<file path="src/rtl/qsfp_port_init_seq.sv">
// QSFP cage bring-up sequencer: for each port, pulse module reset, wait for the
// module to boot, select its I2C mux channel, poll the status byte until the
// module reports ready, then write the power-control byte. Finishes by
// deselecting every mux channel.
module qsfp_port_init_seq #(
    parameter int unsigned NUM_PORTS    = 2,
    parameter logic [7:0]  MUX_ID       = 8'hE0,
    parameter logic [7:0]  QSFP_ID      = 8'hA0,
    parameter int unsigned RST_HOLD_CYC = 3000,
    parameter int unsigned POST_RST_CYC = 600000,
    parameter int unsigned MAX_POLLS    = 16,
    parameter int unsigned TIMEOUT_CYC  = 1000000,
    parameter logic [7:0]  PWR_VAL      = 8'h01,
    parameter bit          AUTO_START   = 1'b1
) (
    input  logic                 aclk,
    input  logic                 aresetn,
    input  logic                 start,
    output logic [NUM_PORTS-1:0] qsfp_resetn,
    output logic                 IO_CONTROL_PULSE,
    output logic                 IO_CONTROL_RW,
    output logic [7:0]           IO_CONTROL_ID,
    output logic [7:0]           IO_ADDR_ADDR,
    output logic [7:0]           IO_WDATA_WDATA,
    input  logic [7:0]           IO_RDATA_RDATA,
    input  logic                 IO_CONTROL_CMPLT,
    output logic                 busy,
    output logic                 done,
    output logic [NUM_PORTS-1:0] port_ok,
    output logic [NUM_PORTS-1:0] port_err
);

    // Counters only ever hold 0..N-1, so $clog2(N) bits never wrap.
    localparam int unsigned DLY_MAX = (RST_HOLD_CYC > POST_RST_CYC) ? RST_HOLD_CYC : POST_RST_CYC;
    localparam int unsigned DLY_W   = (DLY_MAX > 1) ? $clog2(DLY_MAX) : 1;
    localparam int unsigned TO_W    = (TIMEOUT_CYC > 1) ? $clog2(TIMEOUT_CYC) : 1;
    localparam int unsigned POLL_W  = (MAX_POLLS > 1) ? $clog2(MAX_POLLS) : 1;
    localparam int unsigned P_W     = (NUM_PORTS > 1) ? $clog2(NUM_PORTS) : 1;

    localparam logic [DLY_W-1:0]  HOLD_LAST = DLY_W'(RST_HOLD_CYC - 1);
    localparam logic [DLY_W-1:0]  WAIT_LAST = DLY_W'(POST_RST_CYC - 1);
    localparam logic [TO_W-1:0]   TO_LAST   = TO_W'(TIMEOUT_CYC - 1);
    localparam logic [POLL_W-1:0] POLL_LAST = POLL_W'(MAX_POLLS - 1);
    localparam logic [P_W-1:0]    LAST_PORT = P_W'(NUM_PORTS - 1);

    typedef enum logic [3:0] {
        StIdle,
        StRstHold,
        StRstWait,
        StMuxSel,
        StRdStat,
        StWrPwr,
        StNext,
        StMuxOff,
        StDone
    } state_e;

    state_e             state_q;
    logic               auto_q;
    logic [P_W-1:0]     p_q;
    logic [DLY_W-1:0]   dly_q;
    logic [TO_W-1:0]    to_q;
    logic [POLL_W-1:0]  poll_q;
    logic               to_hit;
    logic               unused_rdata_hi;

    // Only the ready bit of the status byte matters.
    assign unused_rdata_hi = ^IO_RDATA_RDATA[7:1];

    // Last cycle an outstanding I2C request may still complete.
    assign to_hit = (to_q == TO_LAST);

    // Sequencer FSM with all outputs registered.
    always_ff @(posedge aclk or negedge aresetn) begin
        if (!aresetn) begin
            state_q          <= StIdle;
            auto_q           <= AUTO_START;
            p_q              <= '0;
            dly_q            <= '0;
            to_q             <= '0;
            poll_q           <= '0;
            qsfp_resetn      <= '1;
            IO_CONTROL_PULSE <= 1'b0;
            IO_CONTROL_RW    <= 1'b0;
            IO_CONTROL_ID    <= 8'h00;
            IO_ADDR_ADDR     <= 8'h00;
            IO_WDATA_WDATA   <= 8'h00;
            busy             <= 1'b0;
            done             <= 1'b0;
            port_ok          <= '0;
            port_err         <= '0;
        end else begin
            IO_CONTROL_PULSE <= 1'b0;
            unique case (state_q)
                StIdle: begin
                    // A start coinciding with the auto trigger launches one sequence.
                    if (start || auto_q) begin
                        auto_q      <= 1'b0;
                        p_q         <= '0;
                        poll_q      <= '0;
                        dly_q       <= '0;
                        port_ok     <= '0;
                        port_err    <= '0;
                        done        <= 1'b0;
                        busy        <= 1'b1;
                        qsfp_resetn <= ~(NUM_PORTS'(1));
                        state_q     <= StRstHold;
                    end
                end
                StRstHold: begin
                    if (dly_q == HOLD_LAST) begin
                        qsfp_resetn <= '1;
                        dly_q       <= '0;
                        state_q     <= StRstWait;
                    end else begin
                        dly_q <= dly_q + 1'b1;
                    end
                end
                StRstWait: begin
                    if (dly_q == WAIT_LAST) begin
                        IO_CONTROL_PULSE <= 1'b1;
                        IO_CONTROL_RW    <= 1'b0;
                        IO_CONTROL_ID    <= MUX_ID;
                        IO_ADDR_ADDR     <= 8'h00;
                        IO_WDATA_WDATA   <= 8'h01 << p_q;
                        to_q             <= '0;
                        state_q          <= StMuxSel;
                    end else begin
                        dly_q <= dly_q + 1'b1;
                    end
                end
                StMuxSel: begin
                    if (IO_CONTROL_CMPLT) begin
                        IO_CONTROL_PULSE <= 1'b1;
                        IO_CONTROL_RW    <= 1'b1;
                        IO_CONTROL_ID    <= QSFP_ID;
                        IO_ADDR_ADDR     <= 8'h02;
                        IO_WDATA_WDATA   <= 8'h00;
                        to_q             <= '0;
                        state_q          <= StRdStat;
                    end else if (to_hit) begin
                        port_err[p_q] <= 1'b1;
                        state_q       <= StNext;
                    end else begin
                        to_q <= to_q + 1'b1;
                    end
                end
                StRdStat: begin
                    if (IO_CONTROL_CMPLT) begin
                        if (!IO_RDATA_RDATA[0]) begin
                            IO_CONTROL_PULSE <= 1'b1;
                            IO_CONTROL_RW    <= 1'b0;
                            IO_CONTROL_ID    <= QSFP_ID;
                            IO_ADDR_ADDR     <= 8'd93;
                            IO_WDATA_WDATA   <= PWR_VAL;
                            to_q             <= '0;
                            state_q          <= StWrPwr;
                        end else if (poll_q == POLL_LAST) begin
                            port_err[p_q] <= 1'b1;
                            state_q       <= StNext;
                        end else begin
                            // Module still busy: reissue the same status read.
                            poll_q           <= poll_q + 1'b1;
                            IO_CONTROL_PULSE <= 1'b1;
                            to_q             <= '0;
                        end
                    end else if (to_hit) begin
                        port_err[p_q] <= 1'b1;
                        state_q       <= StNext;
                    end else begin
                        to_q <= to_q + 1'b1;
                    end
                end
                StWrPwr: begin
                    if (IO_CONTROL_CMPLT) begin
                        port_ok[p_q] <= 1'b1;
                        state_q      <= StNext;
                    end else if (to_hit) begin
                        port_err[p_q] <= 1'b1;
                        state_q       <= StNext;
                    end else begin
                        to_q <= to_q + 1'b1;
                    end
                end
                StNext: begin
                    if (p_q == LAST_PORT) begin
                        IO_CONTROL_PULSE <= 1'b1;
                        IO_CONTROL_RW    <= 1'b0;
                        IO_CONTROL_ID    <= MUX_ID;
                        IO_ADDR_ADDR     <= 8'h00;
                        IO_WDATA_WDATA   <= 8'h00;
                        to_q             <= '0;
                        state_q          <= StMuxOff;
                    end else begin
                        p_q         <= p_q + 1'b1;
                        poll_q      <= '0;
                        dly_q       <= '0;
                        qsfp_resetn <= ~(NUM_PORTS'(1) << (p_q + 1'b1));
                        state_q     <= StRstHold;
                    end
                end
                StMuxOff: begin
                    // Port results are already final; a timeout here just ends the run.
                    if (IO_CONTROL_CMPLT || to_hit) begin
                        state_q <= StDone;
                    end else begin
                        to_q <= to_q + 1'b1;
                    end
                end
                StDone: begin
                    done    <= 1'b1;
                    busy    <= 1'b0;
                    state_q <= StIdle;
                end
                default: state_q <= StIdle;
            endcase
        end
    end

endmodule

</file>
<file path="config.mk">
export PLATFORM = sky130hd
export DESIGN_NAME = qsfp_port_init_seq
export DESIGN_NICKNAME = d
export VERILOG_FILES = /design/src/rtl/qsfp_port_init_seq.sv
export SDC_FILE = /design/constraint.sdc
export NUM_CORES = 1
export LEC_CHECK = 0
export CORE_UTILIZATION = 38
export CTS_CLUSTER_SIZE = 30
export DETAILED_ROUTE_END_ITERATION = 10
export DONT_BUFFER_PORTS = 1
export SYNTH_ARGS = -nofsm -noshare
export SYNTH_HDL_FRONTEND = slang
export SYNTH_SLANG_ARGS = --single-unit
</file>
<file path="constraint.sdc">
create_clock -name aclk -period 2.9 [get_ports aclk]
set_clock_uncertainty 0.1 [all_clocks]
set_input_delay 0.58 -clock aclk [delete_from_list [all_inputs] [get_ports aclk]]
set_output_delay 0.58 -clock aclk [all_outputs]
set_load 0.02 [all_outputs]
</file>
-- Word-level counts from Yosys, hierarchy flattened
Cells that the tools add are included.
- register bits: 84
- input port bits: 12
- output and inout bits: 34
- logic and storage cells: 168
- $add $sub $neg: 4
- $lt $le $gt $ge: 2
- equal/unequal tests: 32
- shift operators: 2
- muxes and demuxes: 84
- bitwise gates (word level): 3
- reductions and logical operators: 25
- operators with widths (operator ; count):
    $mux W20 ; 13
    $pmux W20 S6 ; 1
    $mux W8 ; 14
    $pmux W8 S4 ; 3
    $pmux W20 S4 ; 1
    $mux W4 ; 15
    $add A20 B1 Y20 const B ; 2
    $eq A20 B20 Y1 const B ; 2
    $ne A2 B2 Y1 const B ; 16
    $pmux W4 S8 ; 1
    $eq A20 B12 Y1 const B ; 1
    $mux W2 ; 10
    $reduce_and A6 Y1 ; 3
    $eq A4 B3 Y1 const B ; 4
    $mux W1 ; 15
    $pmux W2 S3 ; 2
    $pmux W4 S3 ; 1
    $reduce_and A5 Y1 ; 2
    $reduce_bool A3 Y1 ; 3
    $eq A4 B2 Y1 const B ; 2
    $eq A4 B4 Y1 const B ; 2
    $ne A4 B4 Y1 const B ; 2
    $pmux W1 S4 ; 2
    $reduce_and A4 Y1 ; 2
    other kinds (23) ; 33

-- Depth between registers and ports, before layout
Gate-level depths: netlist of run 1.
- depth in word-level cells: 9
- depth in mapped cells: 9
- gate-level depth less buffers: 8

-- Worst setup path before layout of run 1
No wires, ideal clock.
- path type: flip-flop to flip-flop
- start point: reg dly_q[0]
- end point: reg to_q[13]
- library setup time: 136 ps
- arrival time: 2161 ps
- data required time: 2664 ps
- setup slack: 503 ps
- cell stages (with the launch flop): 10
- buffers on the path: 2
- clock period less this slack: 2397 ps
- path through: dfrtp_1 > ha_1 > nand3_2 > o31ai_2 > o211ai_1 > or3_1 > buf_2 > buf_2 > o31ai_1 > o41ai_2
- cells in the longest elaborated chain, start to end: 3
- ends and longest elaborated chain (item ; line ; text):
    start, declared ; 61 ; logic [DLY_W-1:0] dly_q;
    start signal, assigned ; 116 ; dly_q <= dly_q + 1'b1;
    start signal, assigned ; 129 ; dly_q <= dly_q + 1'b1;
    $eq A20 B20 Y1 ; 120 ; if (dly_q == WAIT_LAST) begin
    $ne A2 B2 Y1 (no line) ; n/a ;
    $reduce_and A6 Y1 (no line) ; n/a ;
    end signal, assigned ; 145 ; to_q <= to_q + 1'b1;
    end signal, assigned ; 171 ; to_q <= to_q + 1'b1;
    end signal, assigned ; 182 ; to_q <= to_q + 1'b1;
    end, declared ; 62 ; logic [TO_W-1:0] to_q;
Every way passes these cells.
A chain may end at the register's enable or synchronous reset.

-- Final worst setup path of run 1
- start point: reg dly_q[0]
- end point: reg to_q[14]
Same word-level chain as after synthesis.

==> results of run 1 <==
[cells in the mapped netlist, types with 8 or more instances]
library cell	count	area, µm²
dfrtp_1	63	1580
buf_4	18	135
nand2_1	35	131
inv_1	9	33.8
nor2_1	40	150
xnor2_1	14	123
and3_1	14	87.6
o21ai_0	18	90.1
nor3_1	13	65.1
nand3_1	23	115
nor2b_1	14	87.6
a31oi_1	8	50.1
clkbuf_1	13	48.8
buf_2	8	40.0
nand4_1	11	68.8
o31ai_1	32	240
nor4_1	10	62.6
a21oi_1	17	85.1
[power by group through the flow]
stage | Clock [W] | Sequential [W] | Combinational [W]
2_1_floorplan | 0 | 0.00127 | 0.00108
3_3_place_gp | 0 | 0.00138 | 0.00130
3_5_place_dp | 0 | 0.00139 | 0.00131
4_1_cts | 0.000906 | 0.00137 | 0.00134
5_1_grt | 0.000951 | 0.00139 | 0.00150
6_report | 0.000879 | 0.00137 | 0.00135
[cell type report]
type | count | area share [%]
well taps | 133 | 3.87
clock buffers | 10 | 3.20
clock inverters | 6 | 2.09
repair buffers | 18 | 3.61
multi-input cells | 338 | 48.0
flip-flops and latches | 66 | 38.5
inverters | 9 | 0.785
[state kept, by name (all words and copies together), names as in the netlist, 4 cells and up]
register,cells
dly_q,20
to_q,20
poll_q,4
state_q,4
[worst max-delay path: stages, from the launching register on]
cell	delay, ns
dfrtp_1	0.42
ha_1	0.24
nand3_2	0.11
o31ai_2	0.23
o211ai_1	0.18
or3_1	0.41
or3_1	0.55
o31ai_1	0.30
[metrics by stage]
| stage | instances | power, W | hold WS [ns] | utilization [%] |
|---|---|---|---|---|
| floorplan | 456 | 0.00235 | 0.184 | - |
| global placement | 563 | 0.00267 | 0.186 | 40.8 |
| detailed placement | 563 | 0.00270 | 0.187 | 40.8 |
| CTS | 580 | 0.00361 | 0.00151 | 43.4 |
| global route | 580 | 0.00384 | 0.00920 | 43.4 |
| finish | 580 | 0.00359 | 0.00328 | 43.4 |
[routing by layer]
layer	vias up	global-route usage, %
met4	0	5.92
met5	-	0
met1	1603	25.9
met2	98	24.8
met3	7	6.58
li1	1613	-
[cell families after synthesis]
| family | after synthesis | share of synthesized area (%) |
|---|---|---|
| buffers and inverters | 52 | 6.91 |
| AND/OR/NAND/NOR | 193 | 26.2 |
| XOR/XNOR | 17 | 3.77 |
| multiplexers | 4 | 1.11 |
| flip-flops | 66 | 41.9 |
| other | 1 | 0.0950 |
| AO/OA/AOI/OAI | 108 | 19.0 |
| adder cells (fa/ha/maj) | 3 | 0.951 |
[worst min-delay path by stage]
stage | startpoint | end | cells after the start
2_1_floorplan | aresetn | IO_ADDR_ADDR[1]$_DFFE_PN0P_ | 0
3_3_place_gp | aresetn | dly_q[13]$_DFFE_PN0P_ | 0
3_5_place_dp | aresetn | dly_q[0]$_DFFE_PN0P_ | 0
4_1_cts | aresetn | to_q[11]$_DFFE_PN0P_ | 1
5_1_grt | aresetn | IO_WDATA_WDATA[0]$_DFFE_PN0P_ | 1
6_report | aresetn | IO_WDATA_WDATA[0]$_DFFE_PN0P_ | 1
[timing repair]
action                    in CTS  in global routing
hold endpoints to repair      66                  0
hold buffers                   1                  0
gates resized for setup        0                  0
==> impl_metrics.json, run 1 <==
{
  "switchingPower_w": 0.00153,
  "n_fill_cell": 996,
  "ys_ff_latch": 66,
  "required_ns": 3.06,
  "power.leakage_nw": 1.81,
  "viasPerCell": 5.73,
  "p_clk_share_pct": 24.4,
  "drt_iter0_drc": 239,
  "pre_cts_slack_ns": 0.283,
  "power.density_nw_per_um2": 835,
  "clock-sinks": 66,
  "grt_pass1_vias": 3122,
  "finalWorstSetupSlack_ns": 0.280,
  "wl_per_cell_um": 15.9,
  "slew_headroom_pct": 40.1,
  "syn_area_per_cell_um2": 8.89,
  "ant_nets": 0,
  "initial_core_util_pct": 39.8,
  "die_w_um": 104,
  "num_antenna_cells": 0,
  "period_needed_ns": 2.62,
  "layout-drive-gt1-share_pct": 10.5,
  "fmax_mhz": 382,
  "nets": 457,
  "tightest_slew_ns": 0.898,
  "critPathKind": "flop to flop",
  "cts_tree": "built",
  "most-common-layout-cells": "dfrtp_1, nor2_1, nand2_1, o31ai_1, nand3_1",
  "fin_crit_sh_pct": 90.3,
  "p_int_w": 0.00207,
  "synthFlopType": "dfrtp_1",
  "topRoutingLayerUsed": "met4",
  "clk_path_buf_depth": 2,
  "hold_viol_final": 0,
  "dpl_cell_area_um2": 4050,
  "postSynth.asyncResetShare_pct": 100,
  "wl_met1_um": 4690,
  "worstSkewPairLatency_ns": 0.36,
  "synth_area_um2": 3950,
  "ff2ff_path_depth": 7,
  "drc_errors": 0,
  "power_frac_comb_pct": 37.5,
  "final_common_cell": "dfrtp_1",
  "post_cts_buffers": 0,
  "grt_pass1_wl_um": 15600,
  "antenna_found_initial": 0,
  "track_usage_pct": 18.0,
  "dr_wl_met2_um": 3720,
  "startpoint_type": "flop",
  "synth-seq-area-share_pct": 41.9,
  "path_max_fanout": 9,
  "clkTransAtPathRegs_ns": 0.08,
  "io_buffers": 0,
  "outcome": "completed",
  "reg2reg_to": "to_q[14]$_DFFE_PN0P_",
  "seqPwrFrac_pct": 38.1,
  "dr.pass1.iters": 5,
  "yosys.cell_types.count": 61,
  "multi_input_area_um2": 2060,
  "die_area_um2": 10800,
  "max-vdd-ir-drop_uv": 338,
  "place.gp.congestion": 0.831,
  "critPathArrivalTime_ns": 2.78,
  "die_h_um": 104,
  "slew_viol_final": 0,
  "core-area_um2": 9910,
  "io_pins": 46,
  "numCtsBuffers": 9,
  "synth-edff-count": 0,
  "rsz0062_at_grt": "false",
  "setup_violations": 0,
  "ctsRootBufferMaster": "clkbuf_8",
  "r2r-start": "dly_q[0]$_DFFE_PN0P_",
  "holdCritPathClass": "input port to async pin",
  "grt_max_degree": 67,
  "ys_warn_count": 0,
  "synthesis.instances": 444,
  "maxCapViolCount": 0,
  "htree_levels": 3,
  "wl_um": 9210,
  "rows": 36,
  "crit_path_start": "dly_q[0]$_DFFE_PN0P_",
  "tns_ns": 0,
  "setup.worst_path.end_class": "flop",
  "area_delta_synth_final_pct": 9.00,
  "rrSetupSlack_ns": 0.28,
  "register_area_um2": 1660,
  "setup.worst_path.end": "to_q[14]$_DFFE_PN0P_",
  "switching_share_pct": 42.5,
  "dpl.hpwl_um": 6430,
  "vias": 3321,
  "grt.overflow.total": 0,
  "wl_met3_um": 677,
  "stdcell_area_um2": 4300
}
Power figures use the tool's default switching activity.
==> inputs of run 2 (changes only) <==
--- a/config.mk
+++ b/config.mk
@@ -5,6 +5,7 @@
 export SDC_FILE = /design/constraint.sdc
 export NUM_CORES = 1
 export LEC_CHECK = 0
+export CORE_MARGIN = 5
 export CORE_UTILIZATION = 38
 export CTS_CLUSTER_SIZE = 30
 export DETAILED_ROUTE_END_ITERATION = 10
==> impl_metrics.json, run 2 (same netlist as run 1, synthesis figures left out) <==
{
  "outcome": "completed",
  "switchingPower_w": 0.00153,
  "seqPwrFrac_pct": 39.6,
  "io_buffers": 0,
  "grt_max_degree": 67,
  "cts_tree": "built",
  "cpPeakStageDelay_ns": 0.53,
  "wl_um": 9590,
  "final_common_cell": "dfrtp_1",
  "setup_violations": 0,
  "clk_path_buf_depth": 2,
  "place.gp.congestion": 0.798,
  "area_delta_synth_final_pct": 7.99,
  "io_pins": 46,
  "antenna_found_initial": 0,
  "tightest_slew_ns": 0.896,
  "ant_nets": 0,
  "vias": 3381,
  "final_cells": 584,
  "cts_resized": 0,
  "clock-sinks": 66,
  "period_needed_ns": 2.61,
  "rsz0062_at_grt": "false",
  "tns_ns": 0,
  "ctsRootBufferMaster": "clkbuf_8",
  "post_cts_buffers": 0,
  "layout-drive-gt1-share_pct": 10.0,
  "drt_iter0_drc": 302,
  "hold_depth": 2,
  "die_w_um": 112,
  "die_area_um2": 12500,
  "required_ns": 3.07,
  "cp_slowest_cell": "or3_1",
  "maxCapViolCount": 0,
  "setup.worst_path.end_class": "flop",
  "path_max_fanout": 9,
  "rows": 37,
  "nets": 458,
  "track_usage_pct": 15.8,
  "grt.overflow.total": 0,
  "die_h_um": 112,
  "clkTransAtPathRegs_ns": 0.07,
  "startpoint_type": "flop",
  "fin_crit_sh_pct": 89.8,
  "viasPerCell": 5.79,
  "slew_headroom_pct": 40.3,
  "power.density_nw_per_um2": 808,
  "largestRegisters": "dly_q: 20 flops, to_q: 20 flops",
  "core-area_um2": 10200,
  "dr.pass1.iters": 5,
  "max-vdd-ir-drop_uv": 350,
  "p_int_w": 0.00191,
  "numCtsBuffers": 9,
  "crit_top_cell": "or3_1",
  "ff2ff_path_depth": 6,
  "htree_levels": 3,
  "dpl.hpwl_um": 6530,
  "worstSkewPairLatency_ns": 0.36,
  "grt_pass1_wl_um": 16000,
  "critPathKind": "flop to flop",
  "wl_per_cell_um": 16.4,
  "fmax_mhz": 384,
  "initial_core_util_pct": 38.6,
  "hold_viol_final": 0,
  "num_antenna_cells": 0,
  "drc_errors": 0,
  "holdCritPathClass": "input port to flop",
  "switching_share_pct": 44.5,
  "p_clk_share_pct": 20.8,
  "power_frac_comb_pct": 39.6,
  "dp.cells": 566,
  "power.leakage_nw": 1.79,
  "critPathArrivalTime_ns": 2.77,
  "most-common-layout-cells": "dfrtp_1, nor2_1, nand2_1, o31ai_1, nand3_1",
  "slew_viol_final": 0,
  "grt_pass1_vias": 3072,
  "path_cells": "nor4_1, and3_1, o211ai_1, or3_1, or3_1, o31ai_1"
}
## run 2: changes by cell type in the layout (fill, tap and decap cells not counted)
cell | previous run | this run
bufinv_16 | 2 | 0
clkbuf_1 | 0 | 2
clkbuf_8 | 10 | 11
clkinv_2 | 1 | 3
clkinv_4 | 2 | 0
clkinvlp_4 | 1 | 0
dlygate4sd3_1 | 0 | 1
## run 2: timing repair
action                                  4_1_cts  5_1_grt
hold buffers                                  2        0
endpoints found under the setup margin        0        0
hold endpoints to repair                     66        0
## run 2: worst paths after layout
check                                           start                        end  slack, ns
max in group asynchronous                     aresetn         auto_q$_DFFE_PN1P_       1.70
worst max-delay path            dly_q[14]$_DFFE_PN0P_       to_q[11]$_DFFE_PN0P_       0.29
worst min-delay path                 IO_CONTROL_CMPLT  IO_CONTROL_RW$_DFFE_PN0P_       0.29
min in group asynchronous                     aresetn      dly_q[17]$_DFFE_PN0P_       0.69
worst max register to register  dly_q[14]$_DFFE_PN0P_       to_q[11]$_DFFE_PN0P_       0.29
worst min register to register     auto_q$_DFFE_PN1P_         auto_q$_DFFE_PN1P_       0.40
## run 2: power groups by stage
stage / Combinational (W) / Sequential, W / Clock [W]
2_1_floorplan: 0.00108 / 0.00127 / 0
4_1_cts: 0.00136 / 0.00137 / 0.000739
6_report: 0.00136 / 0.00136 / 0.000717
5_1_grt: 0.00153 / 0.00139 / 0.000776
3_5_place_dp: 0.00133 / 0.00138 / 0
3_3_place_gp: 0.00131 / 0.00138 / 0
## run 2: critical path, delay by kind of cell, from the launching register on
| kind | cells | cell delay, ns |
|---|---|---|
| simple gates | 4 | 1.57 |
| flops | 1 | 0.42 |
| compound gates | 2 | 0.42 |
## run 2: layer usage
layer,wire length (µm),up-vias,track usage (%)
li1,-,1606,-
met3,672,14,4.46
met2,4060,104,21.4
met4,179,0,6.33
met5,0,-,0
met1,4680,1657,23.4
## run 2: metrics by stage
stage / total power (W) / hold slack, ns / setup slack [ns] / util [%] / cell area [µm²]
global placement: 0.00268 / 0.187 / 0.322 / 39.6 / 4050
CTS: 0.00346 / 0.268 / 0.281 / 41.7 / 4260
floorplan: 0.00235 / 0.184 / 0.503 / - / 3990
global route: 0.00370 / 0.280 / 0.0612 / 41.7 / 4260
detailed placement: 0.00271 / 0.187 / 0.301 / 39.6 / 4050
finish: 0.00344 / 0.288 / 0.295 / 41.7 / 4260
## run 2: layout make-up
type	instances	area, µm²
fill	1002	5970
inverter	9	33.8
sequential	66	1660
clock inverter	3	15.0
tap	136	170
multi-input combinational	338	2060
clock buffer	13	159
timing repair buffer	19	165
